[src/rtl/inst_fetch_queue_if.sv]
// Signal bundle between the instruction prefetch queue, the instruction memory
// port, the redirect source and the decode stage.
interface inst_fetch_queue_if;
  logic        redirect;
  logic [31:0] redirect_pc;
  logic        stall;
  logic        mem_req;
  logic [31:0] mem_addr;
  logic        mem_ack;
  logic [31:0] mem_rdata;
  logic        i_valid;
  logic [31:0] i_pc;
  logic [31:0] i_pc4;
  logic [31:0] i_inst;

  // master: the fetch queue itself (bus master towards instruction memory)
  modport master (
    input  redirect, redirect_pc, stall, mem_ack, mem_rdata,
    output mem_req, mem_addr, i_valid, i_pc, i_pc4, i_inst
  );

  // slave: the surrounding pipeline and memory
  modport slave (
    output redirect, redirect_pc, stall, mem_ack, mem_rdata,
    input  mem_req, mem_addr, i_valid, i_pc, i_pc4, i_inst
  );
endinterface

[src/rtl/inst_fetch_queue.sv]
// Instruction prefetch queue: issues PC-sequential fetches, buffers returned words
// in a DEPTH-entry FIFO and presents {pc, pc+4, inst} to decode; redirect flushes.
module inst_fetch_queue #(
  parameter int          DEPTH    = 4,
  parameter logic [31:0] RESET_PC = 32'h0
) (
  input logic                  clk,
  input logic                  rst_n,
  inst_fetch_queue_if.master   bus
);

  localparam int PW = $clog2(DEPTH);
  localparam int CW = PW + 1;
  localparam logic [CW-1:0] FULL_COUNT = CW'(DEPTH);

  typedef enum logic {FETCH, DISCARD} state_t;

  state_t        state_reg;
  logic [31:0]   fetch_pc_reg;
  logic [CW-1:0] count_reg;
  logic [PW-1:0] rd_ptr_reg;
  logic [PW-1:0] wr_ptr_reg;
  logic          mem_req_reg;
  logic [31:0]   mem_addr_reg;
  logic          i_valid_reg;
  logic [31:0]   i_pc_reg;
  logic [31:0]   i_pc4_reg;
  logic [31:0]   i_inst_reg;

  logic [63:0]   fifo_mem [DEPTH];

  logic          pending;
  logic          push;
  logic          pop;
  logic [CW-1:0] count_after_pop;
  logic [CW-1:0] count_next;
  logic [PW-1:0] rd_ptr_next;
  logic [PW-1:0] wr_ptr_next;
  logic [31:0]   fetch_pc_next;
  logic [63:0]   head_next;

  always_comb begin
    pending         = mem_req_reg & ~bus.mem_ack;
    push            = mem_req_reg & bus.mem_ack & (state_reg == FETCH) & ~bus.redirect;
    pop             = i_valid_reg & ~bus.stall & ~bus.redirect;
    count_after_pop = count_reg - CW'(pop);
    count_next      = count_after_pop + CW'(push);
    rd_ptr_next     = rd_ptr_reg + PW'(pop);
    wr_ptr_next     = wr_ptr_reg + PW'(push);
    fetch_pc_next   = push ? fetch_pc_reg + 32'd4 : fetch_pc_reg;
    if (bus.redirect) begin
      count_next    = '0;
      rd_ptr_next   = '0;
      wr_ptr_next   = '0;
      fetch_pc_next = bus.redirect_pc;
    end
    // An empty queue after the pop means the new head is the word arriving now.
    head_next = (count_after_pop == '0) ? {fetch_pc_reg, bus.mem_rdata}
                                        : fifo_mem[rd_ptr_next];
  end

  always_ff @(posedge clk) begin
    if (push) begin
      fifo_mem[wr_ptr_reg] <= {fetch_pc_reg, bus.mem_rdata};
    end
  end

  always_ff @(posedge clk or negedge rst_n) begin
    if (!rst_n) begin
      state_reg    <= FETCH;
      fetch_pc_reg <= RESET_PC;
      count_reg    <= '0;
      rd_ptr_reg   <= '0;
      wr_ptr_reg   <= '0;
      mem_req_reg  <= 1'b0;
      mem_addr_reg <= '0;
      i_valid_reg  <= 1'b0;
      i_pc_reg     <= '0;
      i_pc4_reg    <= '0;
      i_inst_reg   <= '0;
    end else begin
      count_reg    <= count_next;
      rd_ptr_reg   <= rd_ptr_next;
      wr_ptr_reg   <= wr_ptr_next;
      fetch_pc_reg <= fetch_pc_next;
      i_valid_reg  <= (count_next != '0);
      if (count_next != '0) begin
        i_pc_reg   <= head_next[63:32];
        i_pc4_reg  <= head_next[63:32] + 32'd4;
        i_inst_reg <= head_next[31:0];
      end else begin
        i_pc_reg   <= '0;
        i_pc4_reg  <= '0;
        i_inst_reg <= '0;
      end

      case (state_reg)
        FETCH: begin
          if (bus.redirect && pending) begin
            // Request cannot be withdrawn: keep its address and swallow its data.
            state_reg   <= DISCARD;
            mem_req_reg <= 1'b1;
          end else begin
            mem_req_reg  <= pending | (count_next < FULL_COUNT);
            mem_addr_reg <= fetch_pc_next;
          end
        end
        DISCARD: begin
          if (bus.mem_ack) begin
            state_reg    <= FETCH;
            mem_req_reg  <= (count_next < FULL_COUNT);
            mem_addr_reg <= fetch_pc_next;
          end else begin
            mem_req_reg  <= 1'b1;
          end
        end
      endcase
    end
  end

  assign bus.mem_req  = mem_req_reg;
  assign bus.mem_addr = mem_addr_reg;
  assign bus.i_valid  = i_valid_reg;
  assign bus.i_pc     = i_pc_reg;
  assign bus.i_pc4    = i_pc4_reg;
  assign bus.i_inst   = i_inst_reg;

endmodule

[src/flat_wrapper.sv]
// flat-port wrapper written by rule: the top's interface ports become plain ports
module inst_fetch_queue_flat 
#(
  parameter int          DEPTH    = 4,
  parameter logic [31:0] RESET_PC = 32'h0
)
  (clk, rst_n, bus_redirect, bus_redirect_pc, bus_stall, bus_mem_ack, bus_mem_rdata, bus_mem_req, bus_mem_addr, bus_i_valid, bus_i_pc, bus_i_pc4, bus_i_inst);
  inst_fetch_queue_if bus_i ();
  input logic clk;
  input logic rst_n;
  input wire logic [$bits(bus_i.redirect)-1:0] bus_redirect;
  input wire logic [$bits(bus_i.redirect_pc)-1:0] bus_redirect_pc;
  input wire logic [$bits(bus_i.stall)-1:0] bus_stall;
  input wire logic [$bits(bus_i.mem_ack)-1:0] bus_mem_ack;
  input wire logic [$bits(bus_i.mem_rdata)-1:0] bus_mem_rdata;
  output wire logic [$bits(bus_i.mem_req)-1:0] bus_mem_req;
  output wire logic [$bits(bus_i.mem_addr)-1:0] bus_mem_addr;
  output wire logic [$bits(bus_i.i_valid)-1:0] bus_i_valid;
  output wire logic [$bits(bus_i.i_pc)-1:0] bus_i_pc;
  output wire logic [$bits(bus_i.i_pc4)-1:0] bus_i_pc4;
  output wire logic [$bits(bus_i.i_inst)-1:0] bus_i_inst;
  assign bus_i.redirect = bus_redirect;
  assign bus_i.redirect_pc = bus_redirect_pc;
  assign bus_i.stall = bus_stall;
  assign bus_i.mem_ack = bus_mem_ack;
  assign bus_i.mem_rdata = bus_mem_rdata;
  assign bus_mem_req = bus_i.mem_req;
  assign bus_mem_addr = bus_i.mem_addr;
  assign bus_i_valid = bus_i.i_valid;
  assign bus_i_pc = bus_i.i_pc;
  assign bus_i_pc4 = bus_i.i_pc4;
  assign bus_i_inst = bus_i.i_inst;
  inst_fetch_queue #(.DEPTH(DEPTH), .RESET_PC(RESET_PC)) u_core (.clk(clk), .rst_n(rst_n), .bus(bus_i));
endmodule
[config.mk]
export PLATFORM = sky130hd
export DESIGN_NAME = inst_fetch_queue_flat
export DESIGN_NICKNAME = d
export VERILOG_FILES = /design/src/rtl/inst_fetch_queue_if.sv /design/src/rtl/inst_fetch_queue.sv /design/src/flat_wrapper.sv
export SDC_FILE = /design/constraint.sdc
export NUM_CORES = 1
export LEC_CHECK = 0
export CAP_MARGIN = 20
export CELL_PAD_IN_SITES_DETAIL_PLACEMENT = 0
export CELL_PAD_IN_SITES_GLOBAL_PLACEMENT = 1
export CORE_ASPECT_RATIO = 2
export CORE_MARGIN = 10
export CORE_UTILIZATION = 42
export CTS_BUF_LIST = sky130_fd_sc_hd__clkbuf_16
export DETAILED_ROUTE_END_ITERATION = 12
export GPL_TIMING_DRIVEN = 1
export PLACE_DENSITY = 0.79
export SETUP_SLACK_MARGIN = 0.5
export SLEW_MARGIN = 30
export SYNTH_ARGS = -nofsm -noshare
export SYNTH_HDL_FRONTEND = slang
export SYNTH_SLANG_ARGS = --single-unit
[constraint.sdc]
create_clock -name clk -period 7.55 [get_ports clk]
set_input_delay 1.8875 -clock clk [delete_from_list [all_inputs] [get_ports clk]]
set_output_delay 1.8875 -clock clk [all_outputs]
set_load 0.005 [all_outputs]
==> flow_summary.ini, run 1 <==
[routing]
drt_wl_total_um = 43800
post_dr_vias_cell = 5.36
drtIter0Drc = 542
route.vias.total = 10600
detail_route.wl_per_cell_um = 22.1
post-route-drc-count = 0
drt_pass1_iterations = 5
postRouteAntennaNets = 0

[die]
fp.dieW_um = 163
floorplan.initialDensity_pct = 42.6
rows = 104
die-area_mm2 = 0.0499
io_pins = 199
floorplan.die.height_um = 306
placeableCoreArea_mm2 = 0.0403

[critical_path]
setup.worst_path.start_class = primary input
cp_slowest_cell = sky130_fd_sc_hd__nor3b_1
data_arrival_at_the_endpoint_of_the_critical_path_ps = 6850
endpoint_kind = register
worstPathMaxFanout = 20
worstPathRequired_ps = 7970
timing.critical_path.slowest_cell_delay_ps = 800
class_of_the_most_critical_setup_path = primary input to register
critical-path-top-cell-by-count = sky130_fd_sc_hd__ha_1
r2r_cells = 11
worstPathCellList = clkdlybuf4s50_1, nor3b_1, ha_1, ha_1, nand2_1, o21ai_0, o32ai_1, or4_4, or4_1, buf_4, nor4b_1, mux2_2

[timing]
rsz0062_at_grt = no
max_freq_ghz = 0.155
final.hold.worst_slack_ps = 507
drv_slew = 0
final_hold_fails = 0
totalNegativeSetupSlack_ps = 0
timing_worst_slew_pin_value_ps = 1000
time_the_final_worst_path_needs_with_i_o_delays_and_setup_ps = 6430
max_slew_margin_pct = 33.2
final_min_period_over_clock_period_pct = 85.2
clock_skew_ps = 11.1
timing.final.setup_violations = 0

[status]
status = finished, final reports clean

[clocking]
clkSlewWorstSetupHoldPaths_ps = 70
htree_num_levels = 2
cts.repair_timing.setup_buffer_count = 0
cts_made_buffers = 38
cts.path.max_buffers = 3
clock_tree.root_cell = sky130_fd_sc_hd__clkbuf_16
tritoncts = yes
ctsResizeCount = 0
cts_hold_buffers = 0
clock-sinks = 424
worst_skew_late_latency_ps = 540

[finish]
filler_cell_count = 3388
layout-drive-gt1-share_pct = 12.7
final-instance-count-excl-fill = 1984
area_delta_synth_final_pct = 23.6
largest_register = u_core.fifo_mem
antenna_cells_inserted = 0
most_frequent_cells_in_the_layout = 256 x sky130_fd_sc_hd__edfxtp_1, 196 x sky130_fd_sc_hd__clkdlybuf4s50_1, 168 x sky130_fd_sc_hd__dfrtp_1
num-nets-final = 1501
largest_reg_flops = 256
layout.cells.most_common = sky130_fd_sc_hd__edfxtp_1
post-route-cell-area_mm2 = 0.0213

[yosys]
postSynthNetCount = 1301
ys.warnings.count = 0
syn_area_mm2 = 0.0172
synth-edff-count = 256
syn-mean-instance-area_um2 = 14.1
synthesis.instances = 1224
synthFlopType = sky130_fd_sc_hd__edfxtp_1
library_cells_used_by_synthesis = 60
synth_seq_area_share_pct = 69.1
async_flop_share_pct = 39.6
synth_register_bits = 424

[min_path]
timing.hold.worst.class = register to register
holdPathStages = 1

[job]
max_cap_viol_count = 0

[grt]
grt_antenna_before_repair = 0
grt_pass1_vias = 11300
overflow_left_after_global_routing = 0
grt.total_usage_pct = 17.1
grt_start_max_net_pins = 113
wire_length_of_the_first_global_routing_pass_um = 66300

[placement]
buffer_ports.inserted = 198
placement.cell_area_mm2 = 0.0199
place_hpwl_um = 30200
place_congestion = 0.828
dp_cells = 1913

[pwr]
power_leakage_nw = 7.70
report.power.total_w = 0.00689
irDropWorstVdd_v = 0.000196
cellPowerDensity_mw_per_mm2 = 324
report_power, final:
group / switching [W] / total, W / leakage, nW / internal, W
Clock: 0.000857 / 0.00207 / 0.679 / 0.00121
Combinational: 0.00106 / 0.00192 / 2.53 / 0.000856
Sequential: 0.000154 / 0.00290 / 4.50 / 0.00275
Total: 0.00207 / 0.00689 / 7.70 / 0.00481
cells in the mapped netlist, types with 6 or more instances:
master	n	area (µm²)
sky130_fd_sc_hd__mux4_2	35	788
sky130_fd_sc_hd__xnor2_1	28	245
sky130_fd_sc_hd__mux2i_1	28	280
sky130_fd_sc_hd__and3_1	7	43.8
sky130_fd_sc_hd__nand2_1	159	597
sky130_fd_sc_hd__or3_1	7	43.8
sky130_fd_sc_hd__o21ai_0	59	295
sky130_fd_sc_hd__nand3_1	17	85.1
sky130_fd_sc_hd__o31ai_1	14	105
sky130_fd_sc_hd__nor4_1	10	62.6
sky130_fd_sc_hd__inv_1	13	48.8
sky130_fd_sc_hd__nand2b_1	20	125
sky130_fd_sc_hd__edfxtp_1	256	7690
sky130_fd_sc_hd__clkbuf_1	33	124
sky130_fd_sc_hd__xor2_1	15	131
sky130_fd_sc_hd__o32ai_1	14	123
sky130_fd_sc_hd__nor2b_1	10	62.6
sky130_fd_sc_hd__nor2_1	58	218
sky130_fd_sc_hd__nor3_1	26	130
sky130_fd_sc_hd__nand4_1	8	50.1
sky130_fd_sc_hd__buf_2	15	75.1
sky130_fd_sc_hd__dfrtp_1	168	4200
sky130_fd_sc_hd__buf_4	6	45.0
sky130_fd_sc_hd__mux2_2	39	439
sky130_fd_sc_hd__a21oi_1	67	335
sky130_fd_sc_hd__ha_1	8	100
sky130_fd_sc_hd__buf_1	13	48.8
sky130_fd_sc_hd__nand3b_1	20	150
sky130_fd_sc_hd__o41ai_1	7	61.3
sky130_fd_sc_hd__and2_1	11	68.8
stage by stage:
stage / util (%) / setup WS [ps]
final: 52.7 / 1120
after global routing: 52.7 / 987
after CTS: 52.6 / 1190
after detailed placement: 49.3 / 643
after global placement: 49.1 / 520
after floorplan: - / 559
path summary, 6_finish.rpt:
check	from	slack [ps]	endpoint
max in group asynchronous	rst_n	4800	u_core.fetch_pc_reg[23]
worst min register to register	u_core.bus.mem_addr[2]	510	u_core.bus.mem_addr[2]
worst max register to register	u_core.bus.i_valid	2510	u_core.bus.i_pc4[28]
min in group asynchronous	rst_n	1200	u_core.bus.mem_addr[15]
worst min-delay path	u_core.bus.mem_addr[2]	510	u_core.bus.mem_addr[2]
worst max-delay path	bus_stall	1120	u_core.bus.i_pc4[28]
cell families after synthesis:
logic type | Yosys count | share of synthesized area (%)
mux | 103 | 8.83
flops | 424 | 69.1
buf+inv | 86 | 2.20
simple gates | 372 | 10.4
xor+xnor | 44 | 2.28
fa+ha+maj | 8 | 0.582
compound gates | 187 | 6.56
worst max-delay path, delay by kind of cell:
kind                     cells  cell delay [ps]
AO/OA/AOI/OAI                2              610
adder cells (fa/ha/maj)      2              460
buffers and inverters        2              600
AND/OR/NAND/NOR              5             2910
multiplexers                 1              380
layer usage:
metal,vias up,GRT usage [%],share of wire (%)
li1,4907,-,-
met1,5313,19.1,38
met2,332,31.4,54
met3,82,2.82,5.3
met4,0,6.80,3.4
met5,-,0,0
layout make-up:
| class | count | area [µm²] | share of cell area (%) |
|---|---|---|---|
| clock buffer | 40 | 1000 | 4.71 |
| clock inverter | 30 | 345 | 1.62 |
| inverter | 17 | 63.8 | 0.300 |
| multi-input combinational | 714 | 5010 | 23.6 |
| sequential | 424 | 11900 | 55.9 |
| tap | 530 | 663 | 3.12 |
| timing repair buffer | 229 | 2280 | 10.7 |
Note: power is estimated with default switching activity, not from simulation.
==> run 2, diff against run 1 <==
--- a/config.mk
+++ b/config.mk
@@ -5,16 +5,15 @@
 export SDC_FILE = /design/constraint.sdc
 export NUM_CORES = 1
 export LEC_CHECK = 0
-export CAP_MARGIN = 20
 export CELL_PAD_IN_SITES_DETAIL_PLACEMENT = 0
 export CELL_PAD_IN_SITES_GLOBAL_PLACEMENT = 1
 export CORE_ASPECT_RATIO = 2
 export CORE_MARGIN = 10
-export CORE_UTILIZATION = 42
+export CORE_UTILIZATION = 46
 export CTS_BUF_LIST = sky130_fd_sc_hd__clkbuf_16
 export DETAILED_ROUTE_END_ITERATION = 12
 export GPL_TIMING_DRIVEN = 1
-export PLACE_DENSITY = 0.79
+export PLACE_DENSITY = 0.82
 export SETUP_SLACK_MARGIN = 0.5
 export SLEW_MARGIN = 30
 export SYNTH_ARGS = -nofsm -noshare
==> constraint.sdc (replaced) <==
create_clock -name clk -period 6.9 [get_ports clk]
set_input_delay 1.725 -clock clk [delete_from_list [all_inputs] [get_ports clk]]
set_output_delay 1.725 -clock clk [all_outputs]
set_load 0.005 [all_outputs]
==> flow_summary.ini, run 2 (synthesis gave the netlist of run 1 again) <==
[status]
status = finished, final reports clean

[grt]
grt.total_usage_pct = 19.0
grt_pass1_vias = 11500
overflow_left_after_global_routing = 0
wire_length_of_the_first_global_routing_pass_um = 67600
grt_antenna_before_repair = 2
grt_start_max_net_pins = 114

[routing]
drt_wl_total_um = 43300
post-route-drc-count = 0
postRouteAntennaNets = 0
post_dr_vias_cell = 5.57
drtIter0Drc = 651
drt_pass1_iterations = 5
detail_route.wl_per_cell_um = 22.5
route.vias.total = 10700

[clocking]
cts_made_buffers = 39
clock-sinks = 424
worst_skew_late_latency_ps = 540
tritoncts = yes
clock_tree.root_cell = sky130_fd_sc_hd__clkbuf_16
cts.repair_timing.setup_buffer_count = 0
cts_hold_buffers = 0
cts.path.max_buffers = 3
clkSlewWorstSetupHoldPaths_ps = 70
ctsResizeCount = 0
htree_num_levels = 2

[finish]
layout-drive-gt1-share_pct = 13.3
post-route-cell-area_mm2 = 0.0212
layout.cells.most_common = sky130_fd_sc_hd__edfxtp_1
most_frequent_cells_in_the_layout = 256 x sky130_fd_sc_hd__edfxtp_1, 196 x sky130_fd_sc_hd__clkdlybuf4s50_1, 168 x sky130_fd_sc_hd__dfrtp_1
num-nets-final = 1509
largest_register = u_core.fifo_mem
area_delta_synth_final_pct = 23.2
largest_reg_flops = 256

[timing]
timing_worst_slew_pin_value_ps = 936
timing.final.setup_violations = 0
final_hold_fails = 0
time_the_final_worst_path_needs_with_i_o_delays_and_setup_ps = 5900
max_slew_margin_pct = 37.4
final_min_period_over_clock_period_pct = 85.5
clock_skew_ps = 13.5
totalNegativeSetupSlack_ps = 0
drv_slew = 0
max_freq_ghz = 0.169
rsz0062_at_grt = no

[pwr]
pwr-share-clk_pct = 28.6
part_of_the_total_power_dissipated_in_sequential_elements_pct = 42.4
p_switching_w = 0.00230
irDropWorstVdd_v = 0.000219
p_int_w = 0.00521
switching_share_pct = 30.6
power_leakage_nw = 7.72
cellPowerDensity_mw_per_mm2 = 355
pwr-share-comb_pct = 29.0

[placement]
place_hpwl_um = 30300
buffer_ports.inserted = 198
placement.cell_area_mm2 = 0.0199
place_congestion = 0.855

[min_path]
timing.hold.worst.class = register to register

[die]
placeableCoreArea_mm2 = 0.0372
floorplan.die.height_um = 293
die-area_mm2 = 0.0460
floorplan.initialDensity_pct = 46.3
io_pins = 199
fp.dieW_um = 157
rows = 100

[critical_path]
timing.critical_path.slowest_cell_delay_ps = 640
setup.worst_path.start_class = primary input
endpoint_kind = register
worstPathMaxFanout = 27
worstPathCellList = clkdlybuf4s50_1, nor3b_1, ha_1, ha_1, and2_1, nand2_2, o32ai_1, buf_4, or4_4, or4_1, buf_4, nor4b_1, mux2_2
class_of_the_most_critical_setup_path = primary input to register
worstPathRequired_ps = 7330
data_arrival_at_the_endpoint_of_the_critical_path_ps = 6330
cp_slowest_cell = sky130_fd_sc_hd__nor3b_1

[job]
max_cap_viol_count = 0
==> run 2: worst paths after layout <==
path,startpoint,cells after the start,end,slack (ps)
max,bus_stall,13,u_core.bus.i_pc4[28],1000
min,u_core.bus.mem_addr[1],1,u_core.bus.mem_addr[1],500
max reg2reg,u_core.bus.i_valid,12,u_core.bus.i_pc4[28],2240
min reg2reg,u_core.bus.mem_addr[1],1,u_core.bus.mem_addr[1],500
max in group asynchronous,rst_n,3,u_core.bus.mem_addr[21],4340
min in group asynchronous,rst_n,1,u_core.bus.mem_addr[19],1050
==> run 2: layout make-up <==
cell class | count | area [µm²]
timing repair buffer | 236 | 2370
clock buffer | 41 | 1030
clock inverter | 29 | 241
sequential | 424 | 11900
antenna | 2 | 5.00
inverter | 17 | 63.8
fill | 3005 | 16000
multi-input combinational | 714 | 5020
tap | 459 | 574
==> run 2: critical path: cells and delay by family <==
family,cells,cell delay [ps]
AOI/OAI and AO/OA,1,190
adders and majority gates,2,530
buffers and inverters,3,770
muxes,1,380
and+or+nand+nor,6,2730
==> run 2: metal layers <==
layer	global-route usage [%]	vias up	part of all wire [%]
met2	35.1	332	55
met1	20.5	5369	36
li1	-	4914	-
met4	8.51	0	3.6
met5	0	-	0
met3	3.19	88	5.6
==> run 2: power by group through the flow <==
stage / Sequential, W / Clock (W) / Combinational, W
3_3_place_gp: 0.00323 / 0 / 0.00216
4_1_cts: 0.00319 / 0.00220 / 0.00220
2_1_floorplan: 0.00320 / 0 / 0.00106
3_5_place_dp: 0.00324 / 0 / 0.00219
5_1_grt: 0.00321 / 0.00230 / 0.00237
6_report: 0.00318 / 0.00215 / 0.00218
==> run 2: through the flow <==
step | utilization, % | total power [W] | setup slack, ps | hold slack [ps] | instances
6_report | 57.0 | 0.00751 | 999 | 504 | 1922
3_3_place_gp | 53.3 | 0.00539 | 80.0 | 493 | 1847
3_5_place_dp | 53.5 | 0.00542 | 341 | 491 | 1848
4_1_cts | 56.9 | 0.00759 | 920 | 509 | 1918
5_1_grt | 57.0 | 0.00788 | 788 | 529 | 1922
2_1_floorplan | - | 0.00426 | 524 | 492 | 1224
